`config.mk`:
```
export PLATFORM = sky130hd
export DESIGN_NAME = qam_mod_param
export DESIGN_NICKNAME = d
export VERILOG_FILES = /design/src/rtl/qam_pkg.sv /design/src/rtl/qam_sincos_lut.sv /design/src/rtl/qam_mod_param.sv
export SDC_FILE = /design/constraint.sdc
export NUM_CORES = 1
export LEC_CHECK = 0
export BUFFER_PORTS_ARGS = -buffer_cell sky130_fd_sc_hd__buf_2
export CAP_MARGIN = 25
export CORE_ASPECT_RATIO = 1.75
export CORE_MARGIN = 2
export CORE_UTILIZATION = 55
export DETAILED_ROUTE_END_ITERATION = 10
export PLACE_DENSITY = 0.73
export SYNTH_ARGS = -nofsm -noshare
export SYNTH_HDL_FRONTEND = slang
export SYNTH_HIERARCHICAL = 1
export SYNTH_SLANG_ARGS = --single-unit
```
`constraint.sdc`:
```
create_clock -name clk -period 4.78 [get_ports clk]
set_input_delay 0.478 -clock clk [delete_from_list [all_inputs] [get_ports clk]]
set_output_delay 0.478 -clock clk [all_outputs]
set_load 0.005 [all_outputs]
```
`src/rtl/qam_pkg.sv`:
```
// qam_pkg: shared helpers for the parametrised QAM modulator.
//   gray_decode  - Gray code to binary index (up to 4 bits per rail)
//   map_level    - index k to odd-integer amplitude 2k-(L-1)
//   num_levels   - L = 2^(bits_per_sym/2), levels per rail
//   level_width  - LEVEL_W = bits_per_sym/2 + 1, signed level width
//   lut_entry    - elaboration-time sine/cosine table value (real math)
package qam_pkg;

    function automatic int num_levels(input int bits_per_sym);
        return 1 << (bits_per_sym / 2);
    endfunction

    function automatic int level_width(input int bits_per_sym);
        return bits_per_sym / 2 + 1;
    endfunction

    // Binary bit i is the XOR of all Gray bits from the MSB down to i.
    function automatic int gray_decode(input logic [3:0] g, input int n);
        logic [3:0] b;
        logic       acc;
        b   = '0;
        acc = 1'b0;
        for (int i = 3; i >= 0; i--) begin
            if (i < n) begin
                acc  = acc ^ g[i];
                b[i] = acc;
            end
        end
        return int'(b);
    endfunction

    function automatic int map_level(input int k, input int half);
        return 2 * k - ((1 << half) - 1);
    endfunction

    // Taylor series, valid for x in [-pi, pi]; only ever evaluated at
    // elaboration to fill the ROM constants.
    function automatic real sin_r(input real x);
        real t;
        real s;
        t = x;
        s = x;
        for (int n = 1; n < 14; n++) begin
            t = -t * x * x / real'((2 * n) * (2 * n + 1));
            s = s + t;
        end
        return s;
    endfunction

    function automatic int lut_entry(input int addr, input int addr_w,
                                     input int sample_w, input bit is_cos);
        real pi_c;
        real ang;
        real amp;
        real v;
        pi_c = 3.14159265358979323846;
        ang  = 2.0 * pi_c * real'(addr) / real'(1 << addr_w);
        if (is_cos) ang = ang + pi_c / 2.0;
        if (ang > pi_c) ang = ang - 2.0 * pi_c;
        amp = real'((1 << (sample_w - 1)) - 1);
        v   = amp * sin_r(ang);
        // Round half away from zero.
        return (v >= 0.0) ? $rtoi(v + 0.5) : -$rtoi(0.5 - v);
    endfunction

endpackage

```
`src/rtl/qam_sincos_lut.sv`:
```
// qam_sincos_lut: registered dual-output sine/cosine ROM, one cycle latency.
//   clk     - clock, rising edge
//   rst     - synchronous active-low reset, clears both outputs
//   addr    - table address (phase)
//   sin_out - round(A*sin(2*pi*addr/2^ADDR_W)), A = 2^(SAMPLE_W-1)-1
//   cos_out - same for cosine
module qam_sincos_lut
    import qam_pkg::*;
#(
    parameter int ADDR_W   = 8,
    parameter int SAMPLE_W = 16
) (
    input  logic                       clk,
    input  logic                       rst,
    input  logic [ADDR_W-1:0]          addr,
    output logic signed [SAMPLE_W-1:0] sin_out,
    output logic signed [SAMPLE_W-1:0] cos_out
);

    logic signed [SAMPLE_W-1:0] sin_rom [2**ADDR_W];
    logic signed [SAMPLE_W-1:0] cos_rom [2**ADDR_W];

    // Table contents are constants computed at elaboration.
    for (genvar a = 0; a < 2**ADDR_W; a++) begin : g_rom
        localparam int SIN_V = lut_entry(a, ADDR_W, SAMPLE_W, 1'b0);
        localparam int COS_V = lut_entry(a, ADDR_W, SAMPLE_W, 1'b1);
        assign sin_rom[a] = SAMPLE_W'(SIN_V);
        assign cos_rom[a] = SAMPLE_W'(COS_V);
    end

    logic signed [SAMPLE_W-1:0] sin_d, sin_q, cos_d, cos_q;

    always_comb begin
        sin_d = sin_rom[addr];
        cos_d = cos_rom[addr];
    end

    always_ff @(posedge clk) begin
        if (!rst) begin
            sin_q <= '0;
            cos_q <= '0;
        end else begin
            sin_q <= sin_d;
            cos_q <= cos_d;
        end
    end

    assign sin_out = sin_q;
    assign cos_out = cos_q;

endmodule

```
`src/rtl/qam_mod_param.sv`:
```
// qam_mod_param: parametrised M-QAM modulator with internal NCO carrier.
//   clk, rst            - clock; synchronous active-low reset
//   bit_in, bit_valid   - serial input, MSB of each symbol first
//   bit_ready           - input can take a bit this cycle
//   parallel            - symbol currently being transmitted
//   sym_strobe          - one-cycle pulse when a new symbol goes on air
//   sampled_sine_test   - registered sine sample
//   sampled_cosine_test - registered cosine sample
//   mixed_signal        - (aI*cos - aQ*sin) >>> (BITS_PER_SYM/2+1)
//   underrun            - one-cycle pulse: boundary without a full symbol
module qam_mod_param
    import qam_pkg::*;
#(
    parameter int               BITS_PER_SYM    = 2,
    parameter int               SAMPLES_PER_SYM = 16,
    parameter int               SAMPLE_W        = 16,
    parameter int               ACC_W           = 32,
    parameter int               LUT_ADDR_W      = 8,
    parameter logic [ACC_W-1:0] PHASE_INC       = ACC_W'(2**24)
) (
    input  logic                       clk,
    input  logic                       rst,
    input  logic                       bit_in,
    input  logic                       bit_valid,
    output logic                       bit_ready,
    output logic [BITS_PER_SYM-1:0]    parallel,
    output logic                       sym_strobe,
    output logic signed [SAMPLE_W-1:0] sampled_sine_test,
    output logic signed [SAMPLE_W-1:0] sampled_cosine_test,
    output logic signed [SAMPLE_W-1:0] mixed_signal,
    output logic                       underrun
);

    localparam int HALF    = BITS_PER_SYM / 2;
    localparam int LEVEL_W = level_width(BITS_PER_SYM);
    localparam int CNT_W   = $clog2(BITS_PER_SYM + 1);
    localparam int SCNT_W  = $clog2(SAMPLES_PER_SYM);
    localparam int PROD_W  = SAMPLE_W + LEVEL_W;

    logic [ACC_W-1:0]          phase_d, phase_q;
    logic [SCNT_W-1:0]         scnt_d, scnt_q;
    logic [CNT_W-1:0]          cnt_d, cnt_q;
    logic [BITS_PER_SYM-1:0]   coll_d, coll_q;
    logic [BITS_PER_SYM-1:0]   par_d, par_q;
    logic signed [LEVEL_W-1:0] ai_d, ai_q, aq_d, aq_q;
    logic signed [LEVEL_W-1:0] ai1_d, ai1_q, aq1_d, aq1_q;
    logic                      strobe_d, strobe_q, under_d, under_q;
    logic signed [SAMPLE_W-1:0] mixed_d, mixed_q;

    logic signed [SAMPLE_W-1:0] sin_s, cos_s;
    logic signed [LEVEL_W-1:0]  lvl_i, lvl_q;
    logic signed [PROD_W-1:0]   prod_i, prod_q;
    logic signed [PROD_W:0]     diff;
    logic                       boundary, full;

    qam_sincos_lut #(
        .ADDR_W  (LUT_ADDR_W),
        .SAMPLE_W(SAMPLE_W)
    ) u_lut (
        .clk    (clk),
        .rst    (rst),
        .addr   (phase_q[ACC_W-1 -: LUT_ADDR_W]),
        .sin_out(sin_s),
        .cos_out(cos_s)
    );

    // Handshake: a bit transfers on a cycle where bit_valid && bit_ready;
    // bit_ready depends only on internal state (and reset), never on
    // bit_valid, and stays low while the collector holds a full symbol.
    assign bit_ready = rst & (cnt_q < CNT_W'(BITS_PER_SYM));

    assign boundary = (scnt_q == SCNT_W'(SAMPLES_PER_SYM - 1));
    assign full     = (cnt_q == CNT_W'(BITS_PER_SYM));

    always_comb begin
        lvl_i = LEVEL_W'(map_level(
            gray_decode(4'(coll_q[BITS_PER_SYM-1 -: HALF]), HALF), HALF));
        lvl_q = LEVEL_W'(map_level(
            gray_decode(4'(coll_q[HALF-1:0]), HALF), HALF));
    end

    always_comb begin
        phase_d  = phase_q + PHASE_INC;
        scnt_d   = boundary ? '0 : scnt_q + SCNT_W'(1);
        cnt_d    = cnt_q;
        coll_d   = coll_q;
        par_d    = par_q;
        ai_d     = ai_q;
        aq_d     = aq_q;
        strobe_d = 1'b0;
        under_d  = 1'b0;

        // New levels take effect on the first sample of the next period,
        // the same cycle the carrier phase for that sample is registered.
        if (boundary) begin
            if (full) begin
                ai_d     = lvl_i;
                aq_d     = lvl_q;
                par_d    = coll_q;
                cnt_d    = '0;
                strobe_d = 1'b1;
            end else begin
                ai_d    = '0;
                aq_d    = '0;
                under_d = 1'b1;
            end
        end

        // Never coincides with a load: bit_ready is low when full.
        if (bit_valid && bit_ready) begin
            coll_d = {coll_q[BITS_PER_SYM-2:0], bit_in};
            cnt_d  = cnt_q + CNT_W'(1);
        end

        // Stage 1 delays the levels to line up with the LUT output.
        ai1_d = ai_q;
        aq1_d = aq_q;

        prod_i  = PROD_W'(ai1_q) * PROD_W'(cos_s);
        prod_q  = PROD_W'(aq1_q) * PROD_W'(sin_s);
        diff    = (PROD_W + 1)'(prod_i) - (PROD_W + 1)'(prod_q);
        // Scaled result always fits SAMPLE_W, so plain truncation.
        mixed_d = SAMPLE_W'(diff >>> LEVEL_W);
    end

    always_ff @(posedge clk) begin
        if (!rst) begin
            phase_q  <= '0;
            scnt_q   <= '0;
            cnt_q    <= '0;
            coll_q   <= '0;
            par_q    <= '0;
            ai_q     <= '0;
            aq_q     <= '0;
            ai1_q    <= '0;
            aq1_q    <= '0;
            strobe_q <= 1'b0;
            under_q  <= 1'b0;
            mixed_q  <= '0;
        end else begin
            phase_q  <= phase_d;
            scnt_q   <= scnt_d;
            cnt_q    <= cnt_d;
            coll_q   <= coll_d;
            par_q    <= par_d;
            ai_q     <= ai_d;
            aq_q     <= aq_d;
            ai1_q    <= ai1_d;
            aq1_q    <= aq1_d;
            strobe_q <= strobe_d;
            under_q  <= under_d;
            mixed_q  <= mixed_d;
        end
    end

    assign parallel            = par_q;
    assign sym_strobe          = strobe_q;
    assign underrun            = under_q;
    assign sampled_sine_test   = sin_s;
    assign sampled_cosine_test = cos_s;
    assign mixed_signal        = mixed_q;

endmodule

```
# --- Word-level counts from Yosys, hierarchy flattened ---
# Memory sizes are Yosys's and may differ from the RTL's. A register that Yosys moved wholly into a read port is not among the register bits.
# Index checks and enable logic that the tools add are counted.
word_totals:
  n_memories: 2
  wordCells: 44
  rom_bits: 8192
  regBits: 68
  inputBits: 4
memory_table:
  columns: ["memory", "words", "word_bits", "rd", "rd_ports_with_merged_regs", "write_ports", "line", "text"]
  rows:
  - ["(name not given)", 256, 16, 1, 1, 0, "qam_sincos_lut.sv:35", "cos_d = cos_rom[addr];"]
  - ["(name not given)", 256, 16, 1, 1, 0, "qam_sincos_lut.sv:34", "sin_d = sin_rom[addr];"]
classes:
  reduce_logical: 9
  n_lt_le_gt_ge: 1
  mux: 7
  bitwise: 3
  n_addsub: 6
  n_eq_ne: 2
  n_mul: 2
ops:
  columns: ["cell", "count"]
  rows:
  - ["2-bit by 16-bit multiplier with 18-bit output", 2]
  - ["32-bit by 25-bit adder with 32-bit output, second input constant", 1]
  - ["18-bit subtractor", 1]
  - ["2-bit 2-to-1 mux", 5]
  - ["8-bit NOT with 9-bit output", 1]
  - ["2-bit AND reduction", 3]
  - ["4-bit by 1-bit adder with 4-bit output, second input constant", 1]
  - ["4-bit == test, second input constant", 1]
  - ["2-bit nonzero test", 2]
  - ["2-bit by 1-bit subtractor with 2-bit output, second input constant", 2]
  - ["2-bit by 1-bit adder with 2-bit output, second input constant", 1]
  - ["2-bit == test, second input constant", 1]
  - ["1-bit zero test", 2]
  - ["2-bit < comparator, second input constant", 1]
  - ["1-bit 2-to-1 mux", 2]
  - ["2-bit OR reduction", 1]
  - ["1-bit AND", 1]
  - ["1-bit logical AND", 1]
  - ["1-bit NOT", 1]

# --- Logic depth before layout (Yosys ltp) ---
# Gate-level depths: netlist (run 1).
logic_depth:
  ltp_word: 5
  ltp_mapped: 14
  depth_no_buf: 13

# --- Cells and area by module ---
# Netlist (run 1), hierarchy kept.
modules_own_cells:
  columns: ["mod", "cells_each", "instances", "area_each_um2", "seq_area_each_um2"]
  rows:
  - ["qam_sincos_lut", 897, 1, 6070.8, 640.6]
  - ["qam_mod_param", 460, 1, 3973.8, 840.8]

# --- Worst setup path before layout (run 1) ---
# OpenSTA, ideal clock, no wires.
synth_path:
  path_kind: "reg-to-reg"
  startpoint: "register ai1_q[1]"
  endpoint: "register mixed_q[14], in the netlist mixed_signal[14]"
  n_path_buf: 1
  path_stages_with_launch: 14
  arrival_time_ns: 3.567
  setup_slack_ns: 1.086
  cell_sequence: "dfxtp_1 > clkbuf_1 > nor2b_1 > ha_1 > fa_1 > inv_1 > fa_1 > inv_1 > ha_1 > a21o_1 > a41oi_2 > a2111oi_4 > o21a_1 > or3_1"
synth_between:
  elab_chain_len: 2
synth_lines:
  columns: ["item", "line", "text"]
  rows:
  - ["start, declared", "qam_mod_param.sv:46", "logic signed [LEVEL_W-1:0] ai1_d, ai1_q, aq1_d, aq1_q;"]
  - ["start signal, assigned", "qam_mod_param.sv:148", "ai1_q <= ai1_d;"]
  - ["2-bit by 16-bit multiplier with 18-bit output", "qam_mod_param.sv:119", "prod_i = PROD_W'(ai1_q) * PROD_W'(cos_s);"]
  - ["18-bit subtractor", "qam_mod_param.sv:121", "diff = (PROD_W + 1)'(prod_i) - (PROD_W + 1)'(prod_q);"]
  - ["end signal, assigned", "qam_mod_param.sv:152", "mixed_q <= mixed_d;"]
  - ["end, declared", "qam_mod_param.sv:48", "logic signed [SAMPLE_W-1:0] mixed_d, mixed_q;"]
# Every way passes these cells.
# A chain may end at the register's enable or synchronous reset.

# --- Final worst setup path (run 1) ---
layout_path:
  startpoint: "register ai1_q[0]"
  endpoint: "register mixed_q[14], in the netlist mixed_signal[14]"
# The elaborated chain is that of the path after synthesis.

==> results by stage, run 1 <==
Run status:
- The flow ran to the end, and the final reports show no timing, DRC or antenna violations.

Power and ir drop:
- The reported net switching power is around 0.73 mW.
- The peak supply drop is around 0.20 mV.
- The sequential share of power is approximately 34%.
- Of the total power, the share spent switching nets is approximately 37%.
- Combinational logic is responsible for 30.4% of the overall power.
- Power spread over the standard cell area amounts to 186.5 nW/um2.
- The internal power of the cells totals 1.253 mW.
- The leakage power total is 4.578 nW.
- The part of the total power dissipated in the clock network is 35.4%.

Min path:
- The min-delay analysis places its worst path in the category in2reg.

Clock network:
- TritonCTS created 9 clock buffers.
- The clock tree synthesis step divided the H-tree into 3 levels.
- The clock tree from TritonCTS is built.
- The clock latency reported for the late side of the worst-skew pair is 0.34 ns.
- No sink is reached through more buffers than the 2 on the longest clock path.
- The total of hold buffers inserted after clock tree synthesis is 0.
- Clock tree synthesis found a total of 74 sinks.
- The CTS root buffer is sky130_fd_sc_hd__clkbuf_16.
- The clock-pin slew of the registers on the worst-case setup and hold paths is 0.06 ns.
- The number of gates given a new drive strength after cts is 0.
- After clock tree synthesis, the setup repair step added 0 buffers.

Timing:
- The total negative slack is 0 ns.
- At the pin with the least slew margin, the transition time is 1.179 ns.
- The tightest hold path in the finished design has a slack of 0.3678 ns.
- The number of failing hold endpoints at the final stage is 0.
- Setup repair after global routing left no endpoint under its margin.
- The count of final max-slew check failures is 0.
- Setup violations remaining at the end of the flow were counted as 0.
- Based on the critical path, the design can be clocked at up to 242.6 MHz.
- The max-slew headroom at the worst pin is approximately a fifth.
- Clock skew on the completed layout was measured at 0.007443 ns.
- The smallest clock period supported by the final layout is computed as 4.121 ns.
- The share of the clock period used by the worst path after layout is a little under nine tenths.

Floorplanning:
- For this configuration, the core starts out at a cell density of a little under three fifths.
- The number of ports placed on the die boundary is 57.
- The die is 106.2 um wide.
- Row generation in the floorplan step produced 65 rows.
- The core region area is 17970 um2.
- The floorplan step defined a die boundary enclosing 19400 um2.
- From bottom edge to top edge, the die measures 182.8 um.

Yosys:
- The synthesized area per cell is 7.402 um2.
- The count of distinct cell types in the synthesized netlist is 91.
- The number of flip-flops and latches in the synthesized netlist is 74.
- The count of yosys warnings during synthesis is 6.
- The number of nets produced by synthesis is 1455.
- Counting flops with an async set or reset pin after synthesis yields a share of 0%.
- The post-synthesis instance total is 1357.
- The most instantiated flip-flop cell in the synthesis netlist is sky130_fd_sc_hd__dfxtp_1.
- Sequential elements use 14.75% of the synthesized area.
- The number of flops mapped to enable cells by yosys is 0.
- Summing every instance area after synthesis gives 10040 um2.

Flow run:
- The tool flagged a number of max-cap violations equal to 0.

Drt:
- The via density per instance is 7.041.
- The post-detailed-routing wire length is 43.80 mm.
- The number of design-rule violations left by the first detailed-router iteration is 1634.
- The routed layout has 11.11k vias.
- The residual DRC count is 0.
- In this run the remaining antenna-violating nets after routing total 0.
- The first detailed-routing pass ran for 6 iterations.
- After detailed routing, the average wire length per cell comes to around 28 um.

Global route:
- The total congestion overflow after global routing is 0.
- Entering global routing, the biggest net connects 76 pins.
- The combined global-route utilization of all metal layers is between 40% and 50%.
- The number of global-route vias before repair is roughly 11k.
- The initial antenna violation count is 1.
- The first global-routing pass estimated 65.50 mm of wire.

Cells and area:
- The proportion of layout cells with a drive suffix above 1 is 12.05%.
- The final antenna diode count is 0.
- The net total in the final layout is ~1.4k.
- The count of filler cells inserted in the layout is 1753.
- The growth of design area from synthesis to finish is 6.004%.
- Excluding fillers, the count of instances in the completed layout stands at 1578.

Setup path:
- The required time at the endpoint of the critical path is 5.00 ns.
- The capturing element type of the critical path is a flip-flop.
- The worst setup path is launched from a flip-flop.
- The setup check on the worst reg-to-reg path leaves a slack of 0.66 ns.
- The startpoint-to-endpoint class of the critical path is reg2reg.
- Of all nets on the critical path, the largest fanout is 27.
- The arrival time reported for the critical path endpoint is ~4.3 ns.

Place:
- The routability congestion estimate is 1.143.
- The count of buffers inserted at the top-level ports is 56.
- Detailed placement ended at an HPWL of about 32 mm.
- Counting tap cells, the placed design contains a total of 1562 instances.
==> cell type report <==
type	count	area [um2]	area share (%)
timing repair buffer	90	548.0	5.147
clock inverter	7	86.33	0.8108
inverter	102	382.9	3.596
tap	234	292.8	2.750
sequential	74	1494	14.03
clock buffer	9	225.2	2.115
multi-input combinational	1062	7619	71.55
==> state kept, by name (all words and copies together), names as in the netlist <==
| register | cells |
|---|---|
| ai1_d | 2 |
| coll_q | 2 |
| parallel | 2 |
| scnt_q | 4 |
| u_lut/cos_out | 16 |
| phase_q | 8 |
| u_lut/sin_out | 16 |
| underrun | 1 |
| sym_strobe | 1 |
| cnt_q | 2 |
| ai1_q | 2 |
| aq1_d | 1 |
| aq1_q | 1 |
| mixed_signal | 16 |
==> synthesized netlist by cell type, types with 8 or more instances <==
cell,count,area [um2]
sky130_fd_sc_hd__o211ai_1,22,165.2
sky130_fd_sc_hd__nand2b_1,40,250.2
sky130_fd_sc_hd__and2_1,50,312.8
sky130_fd_sc_hd__a211oi_1,30,225.2
sky130_fd_sc_hd__o21ai_0,69,345.3
sky130_fd_sc_hd__clkbuf_1,49,183.9
sky130_fd_sc_hd__o21a_1,14,105.1
sky130_fd_sc_hd__a31oi_1,24,150.1
sky130_fd_sc_hd__nor3b_1,10,75.07
sky130_fd_sc_hd__a221oi_1,8,70.07
sky130_fd_sc_hd__or2_2,15,93.84
sky130_fd_sc_hd__fa_1,32,640.6
sky130_fd_sc_hd__inv_1,98,367.9
sky130_fd_sc_hd__mux2i_1,28,280.3
sky130_fd_sc_hd__nor2_1,106,397.9
sky130_fd_sc_hd__o22ai_1,15,93.84
sky130_fd_sc_hd__nand3_1,35,175.2
sky130_fd_sc_hd__a221o_1,12,120.1
sky130_fd_sc_hd__nor3_1,29,145.1
sky130_fd_sc_hd__ha_1,62,775.7
sky130_fd_sc_hd__xor2_1,8,70.07
sky130_fd_sc_hd__a21oi_1,87,435.4
sky130_fd_sc_hd__a21o_1,11,82.58
sky130_fd_sc_hd__nand2_1,92,345.3
sky130_fd_sc_hd__o311a_1,8,80.08
sky130_fd_sc_hd__mux2_2,9,101.4
sky130_fd_sc_hd__buf_2,56,280.3
sky130_fd_sc_hd__nor2b_1,64,400.4
sky130_fd_sc_hd__a311oi_1,15,131.4
sky130_fd_sc_hd__o221ai_1,9,78.83
sky130_fd_sc_hd__dfxtp_1,74,1481
sky130_fd_sc_hd__xnor2_1,10,87.58
==> metal layers <==
layer | vias up | wire length, um | track usage [%] | part of all wire, %
li1 | 4869 | - | - | -
met1 | 5216 | 14250 | 46.05 | 33
met2 | 717 | 19840 | 73.05 | 45
met3 | 306 | 4097 | 9.773 | 9.4
met4 | 2 | 5593 | 44.63 | 13
met5 | - | 17 | 0 | 0.039
==> path summary, 6_finish.rpt <==
path | start | end | cells after the start
min reg2reg | ai1_d[0]$_SDFFE_PN0P_ | ai1_d[0]$_SDFFE_PN0P_ | 2
min | bit_in | coll_q[0]$_SDFFE_PN0P_ | 3
max | ai1_q[0]$_SDFF_PN0_ | mixed_signal[14]$_SDFF_PN0_ | 13
max reg2reg | ai1_q[0]$_SDFF_PN0_ | mixed_signal[14]$_SDFF_PN0_ | 13
==> worst max-delay path: stages, from the launching register on <==
cell	delay [ns]
sky130_fd_sc_hd__dfxtp_1	0.46
sky130_fd_sc_hd__buf_4	0.29
sky130_fd_sc_hd__and2_1	0.17
sky130_fd_sc_hd__ha_1	0.24
sky130_fd_sc_hd__fa_1	0.49
sky130_fd_sc_hd__inv_1	0.06
sky130_fd_sc_hd__fa_1	0.53
sky130_fd_sc_hd__inv_1	0.04
sky130_fd_sc_hd__ha_1	0.37
sky130_fd_sc_hd__a21o_1	0.23
sky130_fd_sc_hd__a41oi_2	0.39
sky130_fd_sc_hd__a2111oi_4	0.18
sky130_fd_sc_hd__o21a_1	0.21
sky130_fd_sc_hd__or3_1	0.35
==> logic make-up (layout without fill, tap and decap cells) <==
family          after synthesis  in the layout  share of synthesized area, %
compound gates              415            415                         29.12
fa+ha+maj                    94             94                         14.10
mux                          44             44                         5.369
buf+inv                     221            208                         9.405
xor+xnor                     19             19                         1.794
flops                        74             74                         14.75
simple gates                490            490                         25.46
==> layout by cell type (no fill, tap or decap), drive strengths merged, types with 51 or more instances in the layout <==
cell | netlist | layout
nor2 | 106 | 106
inv | 99 | 102
nand2 | 93 | 93
buf | 70 | 90
a21oi | 87 | 87
dfxtp | 74 | 74
o21ai | 71 | 71
nor2b | 66 | 66
ha | 62 | 62
and2 | 51 | 51
==> power groups by stage <==
stage / registers, mW / logic (mW) / clock network (mW)
6_report: 0.678 / 0.604 / 0.704
5_1_grt: 0.681 / 0.624 / 0.742
4_1_cts: 0.677 / 0.562 / 0.712
3_5_place_dp: 0.691 / 0.559 / 0
3_3_place_gp: 0.690 / 0.557 / 0
2_1_floorplan: 0.677 / 0.366 / 0
==> per-stage QoR <==
stage | setup slack (ns) | utilization [%] | cell area (um2) | power [mW]
after detailed placement | 0.6642 | 57.51 | 10340 | 1.250
after global placement | 0.7636 | 57.51 | 10340 | 1.247
after floorplan | 1.086 | - | 10040 | 1.043
after CTS | 0.6399 | 59.24 | 10650 | 1.951
final | 0.6586 | 59.24 | 10650 | 1.986
after global routing | 0.4046 | 59.24 | 10650 | 2.046
Note: power is estimated with default switching activity, not from simulation.
==> inputs of run 2 (changes only) <==
--- a/config.mk
+++ b/config.mk
@@ -9,9 +9,8 @@
 export CAP_MARGIN = 25
 export CORE_ASPECT_RATIO = 1.75
 export CORE_MARGIN = 2
-export CORE_UTILIZATION = 55
+export CORE_UTILIZATION = 35
 export DETAILED_ROUTE_END_ITERATION = 10
-export PLACE_DENSITY = 0.73
 export SYNTH_ARGS = -nofsm -noshare
 export SYNTH_HDL_FRONTEND = slang
 export SYNTH_HIERARCHICAL = 1
==> results by stage, run 2 (synthesis gave the netlist of run 1 again) <==
Clock network:
- The CTS buffer count is 9 (unchanged).
- The level count of the clock H-tree was 3 (unchanged).
- The clock tree from TritonCTS is built (unchanged).
- The total of hold buffers inserted after clock tree synthesis is 0 (unchanged).
- The setup fix buffers added after clock tree synthesis was 0 (unchanged).
- The number of gates given a new drive strength after cts is 0 (unchanged).
- The clock-pin slew of the registers on the worst-case setup and hold paths was 0.07 ns (was 0.06 ns).
- The clock latency reported for the late side of the worst-skew pair is 0.36 ns (was 0.34 ns).
- The maximum clock path buffer count is 2 (unchanged).
- The number of clock sinks seen by CTS is 74 (unchanged).
- The CTS root buffer is sky130_fd_sc_hd__clkbuf_16 (unchanged).

Setup path:
- The type of origin of the critical path is a flip-flop (unchanged).
- The reg-to-reg setup timing slack is 0.57 ns (was 0.66 ns).
- The required time at the endpoint of the critical path is 5.08 ns (was 5.00 ns).
- The startpoint-to-endpoint class of the critical path is reg2reg (unchanged).
- The capturing element type of the critical path was a flip-flop (unchanged).
- The arrival time reported for the critical path endpoint is 4.51 ns (was 4.34 ns).
- The largest fanout on the critical path is 17 (was 27).

Cells and area:
- The growth of design area from synthesis to finish is 8.259% (was 6.004%).
- Leading cell types in the layout, fill and taps excluded: sky130_fd_sc_hd__nor2_1 (106), sky130_fd_sc_hd__inv_1 (98), sky130_fd_sc_hd__nand2_1 (92), sky130_fd_sc_hd__a21oi_1 (87), sky130_fd_sc_hd__dfxtp_1 (70) (unchanged).
- The net total in the final layout is 1445 (was 1437).
- The final antenna diode count came to 0 (unchanged).
- The proportion of layout cells with a drive suffix above 1 is 12.57% (was 12.05%).
- The non-filler instance count after layout is 1730 (was 1578).
- The fraction of the core area covered by cells at the end of the flow is 38.26% (was 59.24%).
- The most common cell after layout, fill and taps aside was sky130_fd_sc_hd__nor2_1 (unchanged).
- The count of filler cells inserted in the layout is 3003 (was 1753).

Timing:
- The transition time at the pin with the least slew margin is 1.020 ns (was 1.179 ns).
- The number of failing hold endpoints at the final stage is 0 (unchanged).
- The final clock skew is 0.01108 ns (was 0.007443 ns).
- The total negative slack came to 0 ns (unchanged).
- The worst hold slack is 0.3699 ns (was 0.3678 ns).
- The final critical path time including I/O delays and setup is 4.207 ns (was 4.121 ns).
- The max-slew headroom at the worst pin is 31.85% (was 21.12%).
- The share of the clock period used by the worst path after layout is 88.01% (was 86.22%).
- The highest clock rate came to 237.7 MHz (was 242.6 MHz).
- The setup violation total in the final timing report came to 0 (unchanged).
- Setup repair after global routing missed its margin: no (unchanged).
- The count of final max-slew check failures is 0 (unchanged).

Global route:
- The combined global-route utilization of all metal layers was 29.40% (was 44.80%).
- The global-route wire length before repair is 66.74 mm (was 65.50 mm).
- The maximum number of pins on one net before global-route repair is 64 (was 76).
- The initial antenna violation count is 0 (was 1).
- The total congestion overflow after global routing is 0 (unchanged).
- The number of global-route vias before repair is 10.62k (was 10.95k).

Power and ir drop:
- The total power density per cell area is 185.3 nW/um2 (was 186.5 nW/um2).
- The peak supply drop came to 0.1909 mV (was 0.1954 mV).
- The total power is 2.015 mW (was 1.986 mW).
- The leakage power total is 4.608 nW (was 4.578 nW).

Place:
- The count of buffers inserted at the top-level ports was 56 (unchanged).
- The number of placed instances with taps included is 1713 (was 1562).
- The half-perimeter wire length after placement is 33.58 mm (was 31.73 mm).
- The routability congestion estimate is 1.144 (was 1.143).

Floorplanning:
- The die area came to 30120 um2 (was 19400 um2).
- The number of ports placed on the die boundary is 57 (unchanged).
- The initial cell density of the core is 35.34% (was 55.89%).
- The height of the die is 228.1 um (was 182.8 um).
- The core region area was 28420 um2 (was 17970 um2).
- The die extent in x was 132.1 um (was 106.2 um).
- The number of placement rows is 82 (was 65).

Flow run:
- The total of max-cap violations is 0 (unchanged).

Min path:
- The classification of the worst-slack hold path is in2reg (unchanged).

Drt:
- The length of the first detailed-routing pass in iterations is 7 (was 6).
- The wire length per cell is 26.14 um (was 27.76 um).
- The post-detailed-routing wire length is 45.22 mm (was 43.80 mm).
- The via count of the routed design is 11.00k (was 11.11k).
- The number of design-rule violations left by the first detailed-router iteration came to 1305 (was 1634).
- The via density per instance is 6.356 (was 7.041).
- The number of nets with antenna violations after routing is 0 (unchanged).
- The residual DRC count is 0 (unchanged).

Run status:
- Result of the run: finished, final reports clean (unchanged).
## run 2: cell types whose count changed in the layout (fill, tap and decap cells not counted)
cell	delta
sky130_fd_sc_hd__buf_12	-1
sky130_fd_sc_hd__buf_4	+9
sky130_fd_sc_hd__clkinv_4	-2
sky130_fd_sc_hd__clkinvlp_4	+1
sky130_fd_sc_hd__inv_6	+1
## run 2: layer usage
metal  vias to the layer above  share of wire [%]  global-route usage (%)
met5                         -                  0                       0
met3                       247                7.8                   5.422
met2                       690                 49                   52.90
li1                       4884                  -                       -
met4                         0                 10                   24.46
met1                      5175                 33                   28.87
## run 2: layout make-up
class	instances	area (um2)	area share, %
tap	378	473.0	4.349
sequential	74	1494	13.74
clock inverter	7	85.08	0.7824
timing repair buffer	98	595.6	5.477
inverter	102	382.9	3.521
clock buffer	9	225.2	2.071
multi-input combinational	1062	7619	70.06
## run 2: final timing paths
path / startpoint / endpoint / depth (start not counted)
worst max-delay path: ai1_q[1]$_SDFF_PN0_ / mixed_signal[15]$_SDFF_PN0_ / 13
worst min-delay path: bit_in / coll_q[0]$_SDFFE_PN0P_ / 3
worst max register to register: ai1_q[1]$_SDFF_PN0_ / mixed_signal[15]$_SDFF_PN0_ / 13
worst min register to register: ai1_d[0]$_SDFFE_PN0P_ / ai1_d[0]$_SDFFE_PN0P_ / 2
## run 2: critical path: stages, from the launching register on
cell	delay, ns
sky130_fd_sc_hd__dfxtp_1	0.68
sky130_fd_sc_hd__nor2b_1	0.25
sky130_fd_sc_hd__fa_1	0.43
sky130_fd_sc_hd__inv_1	0.07
sky130_fd_sc_hd__ha_1	0.24
sky130_fd_sc_hd__fa_1	0.59
sky130_fd_sc_hd__nor2b_4	0.05
sky130_fd_sc_hd__and2_1	0.16
sky130_fd_sc_hd__fa_1	0.42
sky130_fd_sc_hd__a211oi_1	0.42
sky130_fd_sc_hd__o211a_1	0.33
sky130_fd_sc_hd__nor4b_1	0.11
sky130_fd_sc_hd__nor4_1	0.27
sky130_fd_sc_hd__nand2b_1	0.14
## run 2: stage by stage
step                      worst slack (ns)  cell area, um2
after floorplan                      1.086           10040
after global placement              0.6951           10560
after detailed placement            0.6270           10560
after CTS                           0.6085           10870
after global routing                0.3645           10870
final                               0.5731           10870
## run 2: power breakdown
part           internal, mW  switching (mW)  total, mW
clock network         0.415           0.300      0.715
logic                 0.201           0.430      0.632
registers             0.641          0.0270      0.668
total                  1.26           0.758       2.01
==> inputs of run 3 (changes only) <==
--- a/config.mk
+++ b/config.mk
@@ -5,12 +5,14 @@
 export SDC_FILE = /design/constraint.sdc
 export NUM_CORES = 1
 export LEC_CHECK = 0
+export ABC_CLOCK_PERIOD_IN_PS = 4780
 export BUFFER_PORTS_ARGS = -buffer_cell sky130_fd_sc_hd__buf_2
 export CAP_MARGIN = 25
 export CORE_ASPECT_RATIO = 1.75
 export CORE_MARGIN = 2
 export CORE_UTILIZATION = 35
 export DETAILED_ROUTE_END_ITERATION = 10
+export RECOVER_POWER = 25
 export SYNTH_ARGS = -nofsm -noshare
 export SYNTH_HDL_FRONTEND = slang
 export SYNTH_HIERARCHICAL = 1
==> results by stage, run 3 (synthesis gave the netlist of run 1 again) <==
Run status:
- Result of the run: complete, but fails checks (was finished, final reports clean).
- The final reports fail on capacitance limit, slew limit.

Global route:
- The combined global-route utilization of all metal layers was 29.40% (unchanged).
- The total congestion overflow after global routing is 0 (unchanged).
- The maximum number of pins on one net before global-route repair is 64 (unchanged).
- The global routing met3 resource utilization is 5.422% (unchanged).
- The met1 track utilization from global routing came to 28.87% (unchanged).
- The global-route wire length before repair is 66.74 mm (unchanged).
- The global routing's busiest layer is met2 (unchanged).
- The number of global-route vias before repair is 10.62k (unchanged).
- The global-route track usage on met2 came to 52.90% (unchanged).
- The initial antenna violation count is 0 (unchanged).

Clock network:
- The clock-pin slew of the registers on the worst-case setup and hold paths came to 0.07 ns (about the same).
- The number of clock sinks seen by CTS is 74 (unchanged).
- The setup fix buffers added after clock tree synthesis came to 0 (unchanged).
- The CTS root buffer was sky130_fd_sc_hd__clkbuf_16 (unchanged).
- The maximum clock path buffer count is 2 (unchanged).
- The clock tree from TritonCTS is built (unchanged).
- The total of hold buffers inserted after clock tree synthesis is 0 (unchanged).
- The level count of the clock H-tree was 3 (unchanged).
- The clock latency reported for the late side of the worst-skew pair is 0.36 ns (about the same).
- The CTS buffer count is 9 (unchanged).
- The number of gates given a new drive strength after cts was 0 (unchanged).

Power and ir drop:
- The leakage power total is 4.576 nW (was 4.608 nW).
- The total power density per cell area was 185.4 nW/um2 (was 185.3 nW/um2).
- The peak supply drop is 0.1907 mV (was 0.1909 mV).
- The total power is 2.013 mW (was 2.015 mW).

Setup path:
- The arrival time reported for the critical path endpoint came to 4.52 ns (was 4.51 ns).
- The family of cells with the greatest summed delay on the critical path is adder cells (unchanged).
- The largest fanout on the critical path is 17 (unchanged).
- The capturing element type of the critical path is a flip-flop (unchanged).
- The required time at the endpoint of the critical path came to 5.07 ns (was 5.08 ns).
- The longest individual stage delay on the worst path came to 0.68 ns (about the same).
- The count of buffer and inverter cells on the critical path was 1 (unchanged).
- Worst path cell trace: nor2b_1 -> fa_1 -> inv_1 -> ha_1 -> fa_1 -> nor2b_4 -> and2_1 -> fa_1 -> a211oi_1 -> o211a_1 -> nor4b_1 -> nor4_1 -> nand2b_1 (unchanged).
- The standard cell with the maximum stage delay on the critical path is sky130_fd_sc_hd__dfxtp_1 (unchanged).
- The most common cell type on the critical path is sky130_fd_sc_hd__fa_1 (unchanged).
- The startpoint-to-endpoint class of the critical path is reg2reg (unchanged).
- The type of origin of the critical path is a flip-flop (unchanged).

Drt:
- The residual DRC count is 0 (unchanged).
- The wire length per cell is 26.11 um (was 26.14 um).
- The via density per instance is 6.343 (was 6.356).
- The number of design-rule violations left by the first detailed-router iteration is 1304 (was 1305).
- The via count of the routed design is 10.98k (was 11.00k).
- The length of the first detailed-routing pass in iterations was 6 (was 7).
- The post-detailed-routing wire length is 45.20 mm (was 45.22 mm).
- The number of nets with antenna violations after routing is 0 (unchanged).

Cells and area:
- The most common cell after layout, fill and taps aside is sky130_fd_sc_hd__nor2_1 (unchanged).
- The area occupied by multi-input gates came to 7619 um2 (unchanged).
- The growth of design area from synthesis to finish is 8.146% (was 8.259%).
- The register cell area after layout is 1494 um2 (unchanged).
- The count of filler cells inserted in the layout was 3004 (was 3003).
- The proportion of layout cells with a drive suffix above 1 is 12.06% (was 12.57%).
- The net total in the final layout came to 1445 (unchanged).
- Leading cell types in the layout, fill and taps excluded: sky130_fd_sc_hd__nor2_1 (106), sky130_fd_sc_hd__inv_1 (98), sky130_fd_sc_hd__nand2_1 (92), sky130_fd_sc_hd__a21oi_1 (87), sky130_fd_sc_hd__dfxtp_1 (70) (unchanged).

Place:
- The routability congestion estimate came to 1.144 (unchanged).
- The half-perimeter wire length after placement is 33.58 mm (unchanged).
- The count of buffers inserted at the top-level ports came to 56 (unchanged).

Floorplanning:
- The height of the die is 228.1 um (unchanged).
- The initial cell density of the core was 35.34% (unchanged).
- The core region area is 28420 um2 (unchanged).
- The number of placement rows is 82 (unchanged).
- The die area is 30120 um2 (unchanged).
- The die extent in x was 132.1 um (unchanged).
- The number of ports placed on the die boundary is 57 (unchanged).

Timing:
- The share of the clock period used by the worst path after layout is 88.52% (was 88.01%).
- The worst hold slack is 0.3698 ns (was 0.3699 ns).
- The final clock skew is 0.01094 ns (was 0.01108 ns).
- The number of failing hold endpoints at the final stage is 0 (unchanged).
- The count of final max-slew check failures is 36 (was 0).
- The max-slew headroom at the worst pin is -11.24% (was 31.85%).
- The highest clock rate is 236.3 MHz (was 237.7 MHz).
- Setup repair after global routing missed its margin: no (unchanged).
- The total negative slack came to 0 ns (unchanged).
- The setup violation total in the final timing report is 0 (unchanged).
- The transition time at the pin with the least slew margin is 1.669 ns (was 1.020 ns).
- The final critical path time including I/O delays and setup is 4.231 ns (was 4.207 ns).

Min path:
- The classification of the worst-slack hold path was in2reg (unchanged).

Flow run:
- The total of max-cap violations is 1 (was 0).
-- run 3: per-layer routing --
metal	share of wire (%)	vias up
met5	0	-
met4	10	0
met3	7.5	243
met2	49	665
met1	33	5187
li1	-	4884
-- run 3: area by class of cell --
class                      count  area share (%)
inverter                     102           3.525
timing repair buffer          98           5.356
clock inverter                 7          0.7832
multi-input combinational   1062           70.13
tap                          378           4.354
antenna                        1         0.02304
clock buffer                   9           2.073
sequential                    74           13.75
-- run 3: path summary, 6_finish.rpt --
kind                          from                          end  slack [ns]  depth (start not counted)
max            ai1_q[1]$_SDFF_PN0_  mixed_signal[15]$_SDFF_PN0_        0.55                         13
min                         bit_in       coll_q[0]$_SDFFE_PN0P_        0.37                          3
max reg2reg    ai1_q[1]$_SDFF_PN0_  mixed_signal[15]$_SDFF_PN0_        0.55                         13
min reg2reg  ai1_d[0]$_SDFFE_PN0P_        ai1_d[0]$_SDFFE_PN0P_        0.46                          2
-- run 3: where the power goes --
part | switching [mW] | internal (mW)
combinational | 0.430 | 0.200
clock | 0.300 | 0.415
sequential | 0.0270 | 0.641
-- run 3: metrics by stage --
step	cell area, um2	std cells	worst slack [ns]	util [%]
floorplan	10040	1357	1.086	-
global placement	10560	1713	0.6951	37.14
detailed placement	10560	1713	0.6270	37.14
CTS	10870	1729	0.6085	38.24
global route	10860	1730	0.3518	38.21
finish	10860	1731	0.5488	38.22
-- run 3: tightest hold or removal path: stages --
cell                      delay [ns]
sky130_fd_sc_hd__buf_2          0.07
sky130_fd_sc_hd__mux2i_1        0.05
sky130_fd_sc_hd__nor2_1         0.09
